==> config.mk <==
export PLATFORM = sky130hd
export DESIGN_NAME = rsa_job_arbiter
export DESIGN_NICKNAME = d
export VERILOG_FILES = /design/src/rtl/rsa_job_arbiter.sv
export SDC_FILE = /design/constraint.sdc
export NUM_CORES = 1
export LEC_CHECK = 0
export CAP_MARGIN = 30
export CELL_PAD_IN_SITES_DETAIL_PLACEMENT = 1
export CELL_PAD_IN_SITES_GLOBAL_PLACEMENT = 2
export CORE_MARGIN = 2
export CORE_UTILIZATION = 21
export CTS_BUF_LIST = sky130_fd_sc_hd__clkbuf_16
export DETAILED_ROUTE_END_ITERATION = 12
export PLACE_DENSITY = 0.86
export SYNTH_ARGS = -nofsm -noshare
export SYNTH_HDL_FRONTEND = slang
export SYNTH_SLANG_ARGS = --single-unit
==> constraint.sdc <==
create_clock -name clk -period 1.54 [get_ports clk]
set_input_delay 0.308 -clock clk [delete_from_list [all_inputs] [get_ports clk]]
set_output_delay 0.308 -clock clk [all_outputs]
set_load 0.005 [all_outputs]
==> src/rtl/rsa_job_arbiter.sv <==
// ---------------------------------------------------------------------------
// rsa_job_arbiter
//
// Purpose:
//   Shares a single RSA core between two requesters (0 = SPI host,
//   1 = self-test) using a four-phase req/gnt/done handshake. A job is
//   granted, its operands are registered into the core, the core is
//   released from reset until it signals end-of-computation, and the result
//   is captured and held for the granted requester. Ties are resolved
//   round-robin. A requester that drops req before done aborts its job.
//
// Optional feature (macro RSA_ARB_TIMEOUT_EN):
//   Defined:   an 8-bit RUN counter aborts a job that has not finished after
//              200 RUN cycles. The job completes with result = 0 and the
//              granted err set.
//   Undefined: RUN waits indefinitely and err0/err1 are tied low.
//
// Ports:
//   clk          rising-edge clock for all state
//   rst          synchronous active-high reset (overrides ena)
//   ena          global enable; all state holds while low
//   req0/req1    job requests
//   op0_*/op1_*  per-requester operands (msg, mod, exp), 8 bits each
//   gnt0/gnt1    requester currently owns the core
//   done0/done1  result valid for the granted requester
//   err0/err1    job ended by timeout; valid while the matching done is high
//   result       captured core result
//   core_rstb    active-low core reset; low whenever no job runs
//   core_msg/mod/exp  registered operands to the core
//   core_eoc     core end-of-computation level
//   core_result  core result, valid while core_eoc is high
// ---------------------------------------------------------------------------
module rsa_job_arbiter (
    input  logic       clk,
    input  logic       rst,
    input  logic       ena,
    input  logic       req0,
    input  logic       req1,
    input  logic [7:0] op0_msg,
    input  logic [7:0] op0_mod,
    input  logic [7:0] op0_exp,
    input  logic [7:0] op1_msg,
    input  logic [7:0] op1_mod,
    input  logic [7:0] op1_exp,
    output logic       gnt0,
    output logic       gnt1,
    output logic       done0,
    output logic       done1,
    output logic       err0,
    output logic       err1,
    output logic [7:0] result,
    output logic       core_rstb,
    output logic [7:0] core_msg,
    output logic [7:0] core_mod,
    output logic [7:0] core_exp,
    input  logic       core_eoc,
    input  logic [7:0] core_result
);

    typedef enum logic [2:0] {
        IDLE,
        LOAD,
        RUN,
        CAPTURE,
        RELEASE
    } state_t;

    state_t state;
    logic   sel;        // requester owning the current job
    logic   last;       // requester granted most recently (completed job)
    logic   winner;
    logic   sel_req;

    // On a tie the requester that was not granted last wins; otherwise the
    // only active requester wins.
    assign winner  = (req0 && req1) ? ~last : req1;

    // The owning requester's req; dropping it ends or aborts the job.
    assign sel_req = sel ? req1 : req0;

`ifdef RSA_ARB_TIMEOUT_EN
    logic [7:0] run_cnt;
    logic       err0_q;
    logic       err1_q;

    assign err0 = err0_q;
    assign err1 = err1_q;
`else
    assign err0 = 1'b0;
    assign err1 = 1'b0;
`endif

    always_ff @(posedge clk) begin
        if (rst) begin
            state     <= IDLE;
            sel       <= 1'b0;
            last      <= 1'b1;
            gnt0      <= 1'b0;
            gnt1      <= 1'b0;
            done0     <= 1'b0;
            done1     <= 1'b0;
            result    <= 8'd0;
            core_rstb <= 1'b0;
            core_msg  <= 8'd0;
            core_mod  <= 8'd0;
            core_exp  <= 8'd0;
`ifdef RSA_ARB_TIMEOUT_EN
            run_cnt   <= 8'd0;
            err0_q    <= 1'b0;
            err1_q    <= 1'b0;
`endif
        end else if (ena) begin
            case (state)
                IDLE: begin
                    // Grant and operand capture happen together so that
                    // gnt and core_* are both valid for the whole LOAD cycle.
                    if (req0 || req1) begin
                        sel      <= winner;
                        gnt0     <= ~winner;
                        gnt1     <= winner;
                        core_msg <= winner ? op1_msg : op0_msg;
                        core_mod <= winner ? op1_mod : op0_mod;
                        core_exp <= winner ? op1_exp : op0_exp;
                        state    <= LOAD;
                    end
                end

                LOAD: begin
                    if (!sel_req) begin
                        gnt0      <= 1'b0;
                        gnt1      <= 1'b0;
                        core_rstb <= 1'b0;
                        state     <= IDLE;
                    end else begin
                        core_rstb <= 1'b1;
`ifdef RSA_ARB_TIMEOUT_EN
                        run_cnt   <= 8'd0;
`endif
                        state     <= RUN;
                    end
                end

                RUN: begin
                    // An abort takes priority over a simultaneous eoc so an
                    // abandoned job never disturbs the held result.
                    if (!sel_req) begin
                        gnt0      <= 1'b0;
                        gnt1      <= 1'b0;
                        core_rstb <= 1'b0;
                        state     <= IDLE;
                    end else if (core_eoc) begin
                        // Latch while eoc is still high; the core is put
                        // back into reset on the same edge.
                        result    <= core_result;
                        core_rstb <= 1'b0;
                        state     <= CAPTURE;
                    end
`ifdef RSA_ARB_TIMEOUT_EN
                    else if (run_cnt + 8'd1 == 8'd200) begin
                        // 200th RUN cycle without eoc: finish with an error.
                        result    <= 8'd0;
                        core_rstb <= 1'b0;
                        done0     <= ~sel;
                        done1     <= sel;
                        err0_q    <= ~sel;
                        err1_q    <= sel;
                        state     <= RELEASE;
                    end else begin
                        run_cnt   <= run_cnt + 8'd1;
                    end
`endif
                end

                CAPTURE: begin
                    if (!sel_req) begin
                        gnt0  <= 1'b0;
                        gnt1  <= 1'b0;
                        state <= IDLE;
                    end else begin
                        done0 <= ~sel;
                        done1 <= sel;
                        state <= RELEASE;
                    end
                end

                RELEASE: begin
                    // Done falls here; returning to IDLE guarantees at least
                    // one cycle before the next grant can be issued.
                    if (!sel_req) begin
                        gnt0   <= 1'b0;
                        gnt1   <= 1'b0;
                        done0  <= 1'b0;
                        done1  <= 1'b0;
`ifdef RSA_ARB_TIMEOUT_EN
                        err0_q <= 1'b0;
                        err1_q <= 1'b0;
`endif
                        last   <= sel;
                        state  <= IDLE;
                    end
                end

                default: begin
                    gnt0      <= 1'b0;
                    gnt1      <= 1'b0;
                    done0     <= 1'b0;
                    done1     <= 1'b0;
                    core_rstb <= 1'b0;
                    state     <= IDLE;
                end
            endcase
        end
    end

endmodule

Word-level counts from Yosys, hierarchy flattened
Index checks and enable logic that the tools add are counted.

word-level totals
  bits in registers = 42
  input bits = 62
  logic and storage cells = 65

operators by class
  equal/unequal tests = 9
  reductions and logical operators = 13
  muxes and demuxes = 25
  bitwise logic cells = 6

operator list
  cell                  number
  $mux W8               3
  $mux W3               5
  $pmux W3 S5           1
  $reduce_and A3 Y1     4
  $reduce_and A4 Y1     3
  $mux W1               10
  $pmux W1 S3           3
  $ne A2 B2 Y1 const B  4
  $eq A3 B2 Y1 const B  2
  $not A1 Y1            6
  $reduce_or A3 Y1      2
  $pmux W1 S2           2
  $reduce_or A4 Y1      1
  $eq A3 B1 Y1 const B  1
  $eq A3 B3 Y1 const B  1
  $logic_not A3 Y1      1
  $ne A3 B3 Y1 const B  1
  $mux W2               1
  $logic_and A1 B1 Y1   1
  $logic_or A1 B1 Y1    1

Longest topological paths before layout
  depth in word-level cells = 5
  mapped depth = 6
  mapped depth without buffers = 4

Worst setup path after synthesis
No wires, ideal clock.

  path type = reg-to-reg
  start point = register sel
  end point = register done0
  data arrival time = 1.366 ns
  buffers on the path = 0
  setup slack = 0.053 ns
  stages on the path, launching flop included = 5
  required time = 1.419 ns
  path through = dfxtp_1 -> mux2i_1 -> nor2_1 -> o2111ai_2 -> mux2_2

on the way
  longest elaborated chain between the ends = 3

ends and longest elaborated chain
  what                                                               RTL line  text
  from (decl)                                                        69        logic sel;
  from (signal assigned)                                             118       sel <= winner;
  $mux W1 / $not A1 Y1 (equally long branches)                       79, 180
  $ne A2 B2 Y1 (no line) / $mux W1 (equally long branches)           -
  $reduce_and A4 Y1 (no line) / $pmux W1 S3 (equally long branches)  -
  to (signal assigned)                                               180       done0 <= ~sel;
  to (decl)                                                          47        output logic done0,

Several ways; a longest one is shown, not always the timed one. The select of a mux whose other input is x is not followed.
A chain may end at the register's enable or synchronous reset.

Final worst setup path
  start point = register gnt0
  end point = output port gnt0

RTL lines
  what                    RTL line  text
  from (decl)             45        output logic gnt0,
  from (signal assigned)  119       gnt0 <= ~winner;

No word-level cell between the ends.

==> impl_metrics.tcl <==
set metrics [dict create \
    die-area_um2 11100 \
    fin_hold_ws_ns 0.304 \
    p_sw_uw 763 \
    cts_sinks 42 \
    nets 384 \
    syn_area_um2 2150 \
    crit_fanout 3 \
    core_area_um2 9860 \
    avgSynthCellArea_um2 10.4 \
    num-fill-cells 1105 \
    combPwrFrac_pct 27.5 \
    drt_iter0_markers 29 \
    tns_ns 0 \
    yosysWarnings 0 \
    finish.utilization_pct 36.8 \
    critPathBufInv 1 \
    cp-end-kind "primary output" \
    ir_drop_mv 0.368 \
    power_mw 3.01 \
    cts_tree "built" \
    grt_pass1_wl_um 10800 \
    wl_per_cell_um 15.0 \
    avgViaCountPerCell 4.35 \
    fin_crit_ns 1.45 \
    yosysTopAreaCell "dfxtp_1" \
    ant_nets 0 \
    finalCritPeriodShare_pct 94.4 \
    crit_required_ns 1.23 \
    diodes 0 \
    yosysTopAreaCellShare_pct 39.1 \
    synth.ff_latch_count 42 \
    cts_buffer_depth 2 \
    cp_slowest_cell "clkdlybuf4s50_1" \
    rsz0062_at_grt "no" \
    critPathLaunchType "flop" \
    areaGrowthSynthToFinish_pct 69.1 \
    mostFrequentLayoutCell "clkdlybuf4s50_1" \
    p_sw_share_pct 25.3 \
    layout-drive-gt1-share_pct 23.4 \
    intPower_mw 2.25 \
    cts.htree.levels 2 \
    cts-buffers-inserted 5 \
    max_freq_ghz 0.688 \
    critical_path_class "reg2out" \
    path_clk_slew_ns 0.06 \
    dr.pass1.iters 3 \
    cts-root-buf "clkbuf_16" \
    num_rows 36 \
    cap_violations 0 \
    hold_viol 0 \
    finClkSkew_ns 0.00693 \
    numPlacedInstances 444 \
    cpPeakStageDelay_ns 0.53 \
    synth-main-ff-cell "dfxtp_1" \
    leakagePower_nw 1.40 \
    synth_enable_flop_cells 0 \
    grt_pass1_vias 2116 \
    hpwl_um 5070 \
    drv_slew 0 \
    die_x_um 105 \
    io_pins 101 \
    yosysUniqueCellTypes 44 \
    grt.overflow.total 0 \
    fp.dieH_um 105 \
    antenna_found_initial 0 \
    setup_viol 0 \
    layout_common_cells "94 x clkdlybuf4s50_1, 39 x dfxtp_1, 38 x nor2_1" \
    power.share.clock_pct 32.0 \
    final_cells 454 \
    seq_area_frac_synth_pct 39.1 \
    synthCells 206 \
    status "finished, final reports clean" \
    postCtsHoldBufs 0 \
    initial_core_util_pct 21.8 \
    yosys-top-cells-area "dfxtp_1 39%, mux2i_1 17%, a211oi_2 10%" \
    routed_wl_um 6790 \
    pwr_density_cell_nw_per_um2 828 \
    critical-path-top-delay-family "buffers and inverters" \
    grt_max_degree 23 \
    clock_latency_ns 0.27 \
    drc 0 \
    gp_congestion 0.760 \
    hold_class "in2reg" \
    crit_arrival_ns 1.15 \
    vias 1973 \
    async_flop_share_pct 0 \
    grt_use_total_pct 12.2 \
    seqPwrFrac_pct 40.5 \
    path_cells "clkdlybuf4s50_1" \
    io_buffers 98 \
]
## metrics by stage
step | instance area [µm²] | setup slack [ns]
after CTS | 3570 | 0.0110
after global placement | 3370 | -0.321
after detailed placement | 3370 | -0.362
final | 3630 | 0.0856
after global routing | 3630 | 0.0372
after floorplan | 2150 | 0.0531
## routing by layer
layer	share of wire (%)	global-route usage (%)
met5	0	0
met2	53	22.7
met3	3.0	2.18
met4	1.3	3.52
met1	43	14.2
## sequential cells by signal (all words and copies together), names as in the netlist
signal     count
last           1
core_rstb      1
gnt0           1
state          3
sel            1
core_msg       8
done1          1
done0          1
result         8
gnt1           1
core_mod       8
core_exp       8
## power groups by stage
stage | clock network, mW | logic (mW) | registers (mW)
6_report | 0.962 | 0.828 | 1.22
5_1_grt | 1.05 | 0.897 | 1.23
4_1_cts | 1.01 | 0.806 | 1.22
3_5_place_dp | 0 | 0.768 | 1.24
3_3_place_gp | 0 | 0.754 | 1.24
2_1_floorplan | 0 | 0.369 | 1.23
## path summary, 6_finish.rpt
path	from	end	slack (ns)	cells past startpoint
hold reg to reg	done1	done1	0.47	2
setup / recovery	gnt0	gnt0	0.09	1
setup reg to reg	state[2]	state[0]	0.14	5
hold / removal	rst	sel	0.30	2
## synthesized netlist by cell type, types with 2 or more instances
cell,number
dfxtp_1,42
nor2_1,38
mux2i_1,36
a211oi_2,18
a211oi_1,6
buf_2,5
a21oi_1,4
buf_4,4
buf_6,4
nand2_1,4
nand2b_1,4
clkbuf_1,3
o21a_1,3
buf_12,2
nand3_1,2
nor2b_1,2
o22ai_1,2
## kinds of logic after synthesis
family          share of synthesized area (%)
xor+xnor                                0.408
flops                                    39.1
buf+inv                                  7.40
simple gates                             14.4
other cells                             0.175
mux                                      18.0
compound gates                           20.5
## repair_timing
| item | CTS | global route |
|---|---|---|
| buffers inserted | 1 | 1 |
| resized for setup | 9 | 8 |
| pin swaps | 1 | 0 |
| cloned | 1 | 1 |
| setup endpoints to repair | 20 | 30 |
## area by class of cell
class	instances	area (µm²)	share of cell area, %
Inverter	1	3.75	0.103
Clock inverter	1	3.75	0.103
Multi-Input combinational cell	145	1200	32.9
Timing Repair Buffer	127	1290	35.6
Tap cell	133	166	4.58
Clock buffer	5	125	3.44
Sequential cell	42	845	23.2
## worst register-to-register path, cell delays in order, from the launching register on
cell and delay, ns:
dfxtp_1 0.37, or2_4 0.30, o41ai_2 0.24, buf_4 0.19, a21oi_1 0.04, o21a_1 0.16
No activity file was read; power rests on OpenSTA's default activity.
